### config.mk
export PLATFORM = sky130hd
export DESIGN_NAME = button_conditioner
export DESIGN_NICKNAME = d
export VERILOG_FILES = /design/src/rtl/button_conditioner.sv
export SDC_FILE = /design/constraint.sdc
export NUM_CORES = 1
export LEC_CHECK = 0
export ABC_CLOCK_PERIOD_IN_PS = 3900
export BUFFER_PORTS_ARGS = -buffer_cell sky130_fd_sc_hd__buf_4
export CAP_MARGIN = 5
export CORE_ASPECT_RATIO = 1.25
export CORE_MARGIN = 3
export CORE_UTILIZATION = 61
export CTS_CLUSTER_SIZE = 16
export DETAILED_ROUTE_END_ITERATION = 12
export GPL_TIMING_DRIVEN = 0
export PLACE_DENSITY = 0.87
export SETUP_SLACK_MARGIN = 0.5
export SYNTH_ARGS = -nofsm -noshare
export SYNTH_HDL_FRONTEND = slang
export SYNTH_SLANG_ARGS = --single-unit
### constraint.sdc
create_clock -name clk -period 3.9 [get_ports clk]
set_input_delay 0.39 -clock clk [delete_from_list [all_inputs] [get_ports clk]]
set_output_delay 0.39 -clock clk [all_outputs]
set_load 0.01 [all_outputs]
### src/rtl/button_conditioner.sv
// Push-button front end: per-channel synchroniser, debouncer, press/release one-shots
// and a hold-to-repeat "fire" stream. The release one-shot is carried on port `rel`.
module button_conditioner #(
  parameter int N_BTN           = 4,
  parameter int SYNC_STAGES     = 2,
  parameter int DEBOUNCE_CYCLES = 4,
  parameter int REPEAT_DELAY    = 8,
  parameter int REPEAT_PERIOD   = 3
) (
  input  logic             clk,
  input  logic             reset,
  input  logic [N_BTN-1:0] b,
  input  logic [N_BTN-1:0] repeat_en,
  output logic [N_BTN-1:0] level,
  output logic [N_BTN-1:0] press,
  output logic [N_BTN-1:0] rel,
  output logic [N_BTN-1:0] fire
);

  localparam int CNT_W  = $clog2(DEBOUNCE_CYCLES + 1);
  localparam int RC_MAX = (REPEAT_DELAY > REPEAT_PERIOD) ? REPEAT_DELAY : REPEAT_PERIOD;
  localparam int RC_W   = $clog2(RC_MAX + 1);

  localparam logic [CNT_W-1:0] CNT_LAST      = CNT_W'(DEBOUNCE_CYCLES - 1);
  localparam logic [RC_W-1:0]  DELAY_RELOAD  = RC_W'(REPEAT_DELAY - 1);
  localparam logic [RC_W-1:0]  PERIOD_RELOAD = RC_W'(REPEAT_PERIOD - 1);

  typedef enum logic [1:0] {
    IDLE,
    HOLD,
    REPEAT
  } rep_state_t;

  for (genvar i = 0; i < N_BTN; i++) begin : g_ch
    logic [SYNC_STAGES-1:0] sync_q;
    logic [CNT_W-1:0]       cnt;
    logic [RC_W-1:0]        rc;
    rep_state_t             state;
    logic                   level_q, press_q, rel_q, fire_q;
    logic                   s, flip, rise, fall;

    assign s    = sync_q[SYNC_STAGES-1];
    // The debounced level is about to change on this edge.
    assign flip = (s != level_q) && (cnt == CNT_LAST);
    assign rise = flip & s;
    assign fall = flip & ~s;

    // NOTE: non-blocking assignments make every stage sample the previous stage's old value,
    // so the chain really is SYNC_STAGES flops deep.
    always_ff @(posedge clk or negedge reset) begin
      if (!reset) sync_q <= '0;
      else        sync_q <= {sync_q[SYNC_STAGES-2:0], b[i]};
    end

    always_ff @(posedge clk or negedge reset) begin
      if (!reset) begin
        cnt     <= '0;
        level_q <= 1'b0;
        press_q <= 1'b0;
        rel_q   <= 1'b0;
      end else begin
        press_q <= rise;
        rel_q   <= fall;
        if (s == level_q) begin
          cnt <= '0;
        end else if (cnt == CNT_LAST) begin
          level_q <= s;
          cnt     <= '0;
        end else begin
          cnt <= cnt + CNT_W'(1);
        end
      end
    end

    // fire is judged against the edge's rise/fall so it lines up with press and never
    // coincides with the release pulse.
    always_ff @(posedge clk or negedge reset) begin
      if (!reset) begin
        state  <= IDLE;
        rc     <= '0;
        fire_q <= 1'b0;
      end else begin
        fire_q <= 1'b0;
        case (state)
          IDLE: begin
            if (rise) begin
              fire_q <= 1'b1;
              state  <= HOLD;
              rc     <= DELAY_RELOAD;
            end
          end
          HOLD: begin
            if (fall || !level_q) begin
              state <= IDLE;
            end else if (!repeat_en[i]) begin
              rc <= DELAY_RELOAD;
            end else if (rc == '0) begin
              fire_q <= 1'b1;
              state  <= REPEAT;
              rc     <= PERIOD_RELOAD;
            end else begin
              rc <= rc - RC_W'(1);
            end
          end
          REPEAT: begin
            if (fall || !level_q) begin
              state <= IDLE;
            end else if (!repeat_en[i]) begin
              state <= HOLD;
              rc    <= DELAY_RELOAD;
            end else if (rc == '0) begin
              fire_q <= 1'b1;
              rc     <= PERIOD_RELOAD;
            end else begin
              rc <= rc - RC_W'(1);
            end
          end
          default: state <= IDLE;
        endcase
      end
    end

    assign level[i] = level_q;
    assign press[i] = press_q;
    assign rel[i]   = rel_q;
    assign fire[i]  = fire_q;
  end

endmodule

==> metrics, run 1 <==
Worst path slowest cell or4_4; reg-to-reg startpoint g_ch[1].cnt[0]$_DFF_PN0_; RSZ-0062 raised after global routing false; initial antenna violation count 0; largest net degree at the start of global routing 61; Synth top area share 45.94%; CP Max Fanout 6; Top Family by Delay on Critical Path simple AND/OR/NAND/NOR gates; IO Port Bufs 25; critical path capture point type flip-flop; Hold Path Class in2async; post-synth net total 342; VDD IR max 0.0003543 V; required time worst endpoint 4120 ps; final WL 5726 µm; Tmin final 1915 ps; synth unique cells 51; Critical Path Source Type flip-flop; Top FF cell, synth dfrtp_1; synth top area cells dfrtp_1 (46%), ha_1 (10%), buf_4 (3.7%), inv_1 (3.6%), mux2_2 (3.4%); Relative slew margins 51.38%; CTS tree built; clock tree root buffer cell clkbuf_8; P_leak 1.812 nW; core area 5116 µm²; Vias/cell 5.759; asr flop ratio synth 100.0%; critical path class reg2reg; CTS Buf Count 9; crit path launch g_ch[1].cnt[0]$_DFF_PN0_; Worst Skew 6.677 ps; Tot GR Track Use 20.73%; Detailed Place HPWL 4041 µm; H-tree levels 3; final worst setup slack 1985 ps; Cell Chain, Critical Path ha_1 -> or3b_1 -> buf_2 -> nor2_1 -> or4_4 -> mux2_4; Worst R2R Setup Slack 1990 ps; diode count 0; Max Cap Viol 0; final hold violations 0; DR iter-0 viols 130; # Post-CTS Setup Buffers 0; Mean Syn Cell Area 10.72 µm²; Mapped Cells 305; total iterations of the first detailed-routing run 4; Die X 71.47 µm; Synth Register Bits 60; overflow left after global routing 0; Row Count 29; ANT nets after route 0; Die ar. 6278 µm²; Final nets 378; reg2reg path depth 6; vias in the first global route 2369; post-CTS sizing 0; Starting Density 63.88%; synth warn 0; status finished clean; fin. max-slew vios 0; clock tree buffer depth 2; layout cells sized above 1 21.74%; Tcrit/Tclk final 49.10%; crit path DAT 2140 ps; number of fill cells 379; Residual DRC 0; Post-synth EDFFs 0; Buf/Inv on CP 1; post-layout util 72.36%; # clock sinks 60; post-synthesis sequential area ratio 45.94%; final setup violating endpoints 0; clk_lat worst skew 330 ps; setup TNS 0 ps; GP Congestion 0.8595; Ports 26; power per cell area 591.4 nW/µm²; first-pass GRT wire length 10160 µm; area grow syn2layout 13.28%; clock transition at the registers of the reported paths 60 ps; Post-CTS Hold Buffers 0; Vias 2344; Avg WL per Cell 14.07 µm; f_max 522.2 MHz; Synth area leader dfrtp_1; R2R Path End g_ch[1].state[0]$_DFFE_PN0P_; Place WS 1975 ps; Synth Cell Area 3268 µm²; slowest stage delay, CP 490 ps; measured slew at the worst slew-check pin 729.3 ps; Die Y 87.84 µm
[cell type report]
cell class	count	area, µm²	share of cell area [%]
Clock buffer	13	158.9	4.292
Multi-Input combinational cell	196	1514	40.89
Tap cell	62	77.57	2.095
Clock inverter	2	10.01	0.2704
Sequential cell	60	1501	40.55
Timing Repair Buffer	25	187.7	5.069
Inverter	31	116.4	3.143
Buffer	18	136.4	3.684
[cells in the mapped netlist, drive strengths merged, types with 5 or more instances]
cell / instances
inv: 31
buf: 18
nor3: 8
dfrtp: 60
nand2b: 5
nor2: 13
ha: 27
a31oi: 6
mux2: 13
or3: 5
nand2: 16
or4: 6
a21oi: 7
nand4bb: 5
nand3: 8
nor3b: 13
o21ai: 12
[flip-flops by register name (all words and copies together), names as in the netlist]
| name | count |
|---|---|
| g_ch.level_q | 4 |
| g_ch.state | 8 |
| g_ch.rc | 16 |
| g_ch.press_q | 4 |
| g_ch.fire_q | 4 |
| g_ch.rel_q | 4 |
| g_ch.cnt | 12 |
| g_ch.sync_q | 8 |
[power by group]
| group | internal (W) | switching [W] | total, W |
|---|---|---|---|
| registers | 0.000750 | 0.000112 | 0.000862 |
| logic | 0.000420 | 0.000427 | 0.000847 |
| clock network | 0.000260 | 0.000220 | 0.000480 |
[kinds of logic (layout without fill, tap and decap cells)]
family                     count (synthesis)  count (layout)  share of synthesized area (%)
and+or+nand+nor                          101             101                          19.37
muxes                                     14              14                          5.130
adders and majority gates                 27              27                          10.34
AOI/OAI and AO/OA                         50              50                          10.41
xor gates and xnor gates                   4               4                          1.072
DFF                                       60              60                          45.94
buffers and inverters                     49              89                          7.733
[cells in the final DEF (no fill, tap or decap), types with 4 or more instances in the layout]
cell	Yosys	routed
clkbuf_8	0	11
mux2_2	10	10
nor3b_1	13	13
nand4bb_1	5	5
ha_1	27	27
a31oi_1	6	6
o21ai_0	11	11
o2bb2ai_1	4	4
inv_1	31	31
nand2_1	16	16
xnor2_1	4	4
nand3b_1	4	4
nand3_1	8	8
dfrtp_1	60	60
buf_4	16	41
o21bai_1	4	4
nor3_1	8	8
nand2b_1	5	5
nor2b_1	4	4
nor2_1	13	13
or4_1	5	5
or3_1	4	4
a21oi_1	7	7
[layer usage]
layer | global-route usage, % | wire, µm | share of wire (%) | vias to the layer above
met4 | 10.09 | 131 | 2.3 | 0
met2 | 36.62 | 2999 | 52 | 46
li1 | - | - | - | 1140
met5 | 0 | 0 | 0 | -
met3 | 4.707 | 226 | 3.9 | 10
met1 | 23.56 | 2368 | 41 | 1148
[worst max path at each step]
stage	end	slack, ps	cells past startpoint
floorplan	g_ch[1].state[0]$_DFFE_PN0P_	2090	6
global placement	g_ch[2].rc[1]$_DFFE_PN0P_	1990	5
detailed placement	g_ch[2].rc[0]$_DFFE_PN0P_	1980	5
CTS	g_ch[2].rc[0]$_DFFE_PN0P_	1970	5
global route	g_ch[2].rc[0]$_DFFE_PN0P_	1850	5
finish	g_ch[1].state[0]$_DFFE_PN0P_	1990	6
[stage by stage]
step	hold slack (ps)	area, µm²	power (W)	cells
final	112.9	3702	0.002190	407
after global routing	152.6	3702	0.002361	407
after CTS	138.1	3702	0.002207	407
after detailed placement	334.7	3533	0.001710	392
after global placement	332.1	3533	0.001664	392
after floorplan	94.41	3268	0.001495	305
Power figures use the tool's default switching activity.
==> run 2: changes to the inputs <==
Settings changed: ABC_CLOCK_PERIOD_IN_PS 3900 to 1900, CORE_UTILIZATION 61 to 60, PLACE_DENSITY 0.87 to 0.86.
Clock period 3.9 ns to 1.9 ns, I/O delays scaled along.
==> run 2 against run 1 <==
Compared with the run above: the flow now finishes with violations (design-rule violations); sequential cell count unchanged; via count up 33%; highest routed layer unchanged; critical endpoint is now g_ch[1].rc[3]$_DFFE_PN0P_; non-clock buffer count up 62; utilization up 19 points.
==> metrics, run 2 (synthesized netlist as in run 1, its figures left out) <==
reg2reg path depth 6 (unchanged); core area 5189 µm² (+1.4%); clock tree buffer depth 2 (unchanged); P_leak 2.163 nW (+19%); Die X 72.01 µm (+0.76%); RSZ-0062 raised after global routing true; Worst Skew 11.75 ps (+5.072 ps); failing checks design-rule violations; Die Y 88.52 µm (+0.77%); crit path DAT 2160 ps (+20 ps); top register by number of flip-flops g_ch.rc; initial antenna violation count 0 (unchanged); footprint of the multi-input gates 2024 µm² (+34%); Tot GR Track Use 27.65% (+6.9 points); measured slew at the worst slew-check pin 772.1 ps (+42.80 ps); Critical Path Source Type flip-flop; first-pass GRT wire length 13340 µm (+31%); Residual DRC 1 (+1); Avg WL per Cell 24.56 µm (+75%); Starting Density 62.99% (-0.89 points); clock transition at the registers of the reported paths 80 ps (+20 ps); R2R Path End g_ch[1].rc[3]$_DFFE_PN0P_; worst min-delay path endpoint g_ch[2].rc[1]$_DFFE_PN0P_; total iterations of the first detailed-routing run 9 (+5); overflow left after global routing 0 (unchanged); power per cell area 1344 nW/µm² (+130%); design area 4736 µm² (+28%); area grow syn2layout 44.91%; Tcrit/Tclk final 99.35% (+50 points); diode count 0 (unchanged); GP Congestion 0.8153 (-5.1%); final worst setup slack 12.41 ps (-1973 ps); Total Power 0.006366 W (+190%); Final nets 440 (+16%); largest net degree at the start of global routing 61 (unchanged); f_max 529.8 MHz (+1.5%); final setup violating endpoints 0 (unchanged); Detailed Place HPWL 3976 µm (-1.6%); commonest non-fill, non-tap cells in the layout buf_4 (91), dfrtp_1 (57), inv_1 (17); Die ar. 6374 µm² (+1.5%); VDD IR max 0.001024 V (+190%); Vias 3128 (+33%); max FFs per register 16 (unchanged); Tmin final 1888 ps (-27.40 ps); Place WS 64.66 ps (-1911 ps); CTS Buf Count 9 (unchanged); critical path capture point type flip-flop; Register Area 1505 µm² (+0.25%); final hold violations 0 (unchanged); clock tree root buffer cell clkbuf_8; # clock sinks 60 (unchanged); number of fill cells 170 (-55%); layout cells sized above 1 52.45% (+31 points); final WL 11540 µm (+100%); clk_lat worst skew 340 ps (about the same); Ports 26 (unchanged); CTS tree built; H-tree levels 3 (unchanged); Hold Path Class in2reg; ANT nets after route 0 (unchanged); reg-to-reg startpoint g_ch[1].state[0]$_DFFE_PN0P_; Row Count 29 (unchanged); commonest non-fill, non-tap cell in the layout buf_4; Vias/cell 6.655 (+16%); critical path class reg2reg; hold path cells 3; Max Cap Viol 0 (unchanged); DR iter-0 viols 359 (+180%); Worst R2R Setup Slack 10 ps (-1970 ps); Relative slew margins 48.52% (-2.9 points); Hold Crit Start repeat_en[2]; IO Port Bufs 25 (unchanged); Area after DPL 3656 µm² (+3.5%); CP Max Fanout 3 (-3); required time worst endpoint 2180 ps (-1940 ps); fin. max-slew vios 0 (unchanged); vias in the first global route 2853 (+20%); post-layout util 91.27% (+19 points); largest registers g_ch.rc: 16 flops, g_ch.cnt: 12 flops; status finished with violations
## run 2: cell count changes in the layout (fill, tap and decap cells not counted), moves of 7 or more
cell,delta
ha_4,+13
ha_1,-16
buf_4,+50
inv_2,+14
o21ai_0,-8
buf_6,+7
inv_1,-14
## run 2: timing repair
| action | CTS | global route |
|---|---|---|
| hold buffers | 5 | 0 |
| pin swaps | 26 | 22 |
| gates cloned | 0 | 0 |
| resized for setup | 48 | 38 |
| setup endpoints to repair | 23 | 28 |
| endpoints found under the hold margin | 64 | 0 |
| buffers inserted | 44 | 13 |
## run 2: worst max-delay path: stages, from the launching register on
cell	delay [ps]
dfrtp_1	440
inv_2	110
ha_4	290
nand2_1	90
or4_1	490
nor4_1	260
a211o_1	140
## run 2: worst max-delay path by stage
stage | startpoint | end | slack [ps] | cells after the start
6_report | g_ch[1].state[0]$_DFFE_PN0P_ | g_ch[1].rc[3]$_DFFE_PN0P_ | 10 | 6
5_1_grt | g_ch[1].state[0]$_DFFE_PN0P_ | g_ch[1].rc[3]$_DFFE_PN0P_ | -60 | 6
4_1_cts | g_ch[1].cnt[0]$_DFF_PN0_ | g_ch[1].rc[0]$_DFFE_PN0P_ | 150 | 6
3_5_place_dp | g_ch[1].state[1]$_DFFE_PN0P_ | g_ch[1].state[0]$_DFFE_PN0P_ | 60 | 5
3_3_place_gp | g_ch[1].state[0]$_DFFE_PN0P_ | g_ch[1].state[0]$_DFFE_PN0P_ | 140 | 5
2_1_floorplan | g_ch[1].cnt[0]$_DFF_PN0_ | g_ch[1].state[0]$_DFFE_PN0P_ | 210 | 4
## run 2: layout make-up
| cell class | instances | share of cell area, % |
|---|---|---|
| Buffer | 18 | 3.012 |
| Clock buffer | 11 | 2.985 |
| Clock inverter | 5 | 0.5812 |
| Inverter | 31 | 2.457 |
| Multi-Input combinational cell | 196 | 42.75 |
| Sequential cell | 60 | 31.78 |
| Tap cell | 62 | 1.638 |
| Timing Repair Buffer | 87 | 14.80 |
## run 2: metrics by stage
step,hold slack (ps),TNS (ps),instances
2_1_floorplan,-105.6,0,305
3_3_place_gp,299.2,0,392
3_5_place_dp,300.5,0,392
4_1_cts,214.2,0,457
5_1_grt,238.1,-65.74,470
6_report,236.6,0,470
## run 2: metal layers
metal	global-route usage, %	vias up	routed length [µm]
li1	-	1272	-
met1	30.43	1516	4081
met2	48.16	251	5713
met3	5.227	89	833
met4	18.97	0	914
met5	0	-	0
## run 2: power breakdown
group | switching [W] | internal (W)
Combinational | 0.00165 | 0.00182
Clock | 0.000545 | 0.000500
Sequential | 0.000306 | 0.00154
Total | 0.00250 | 0.00387
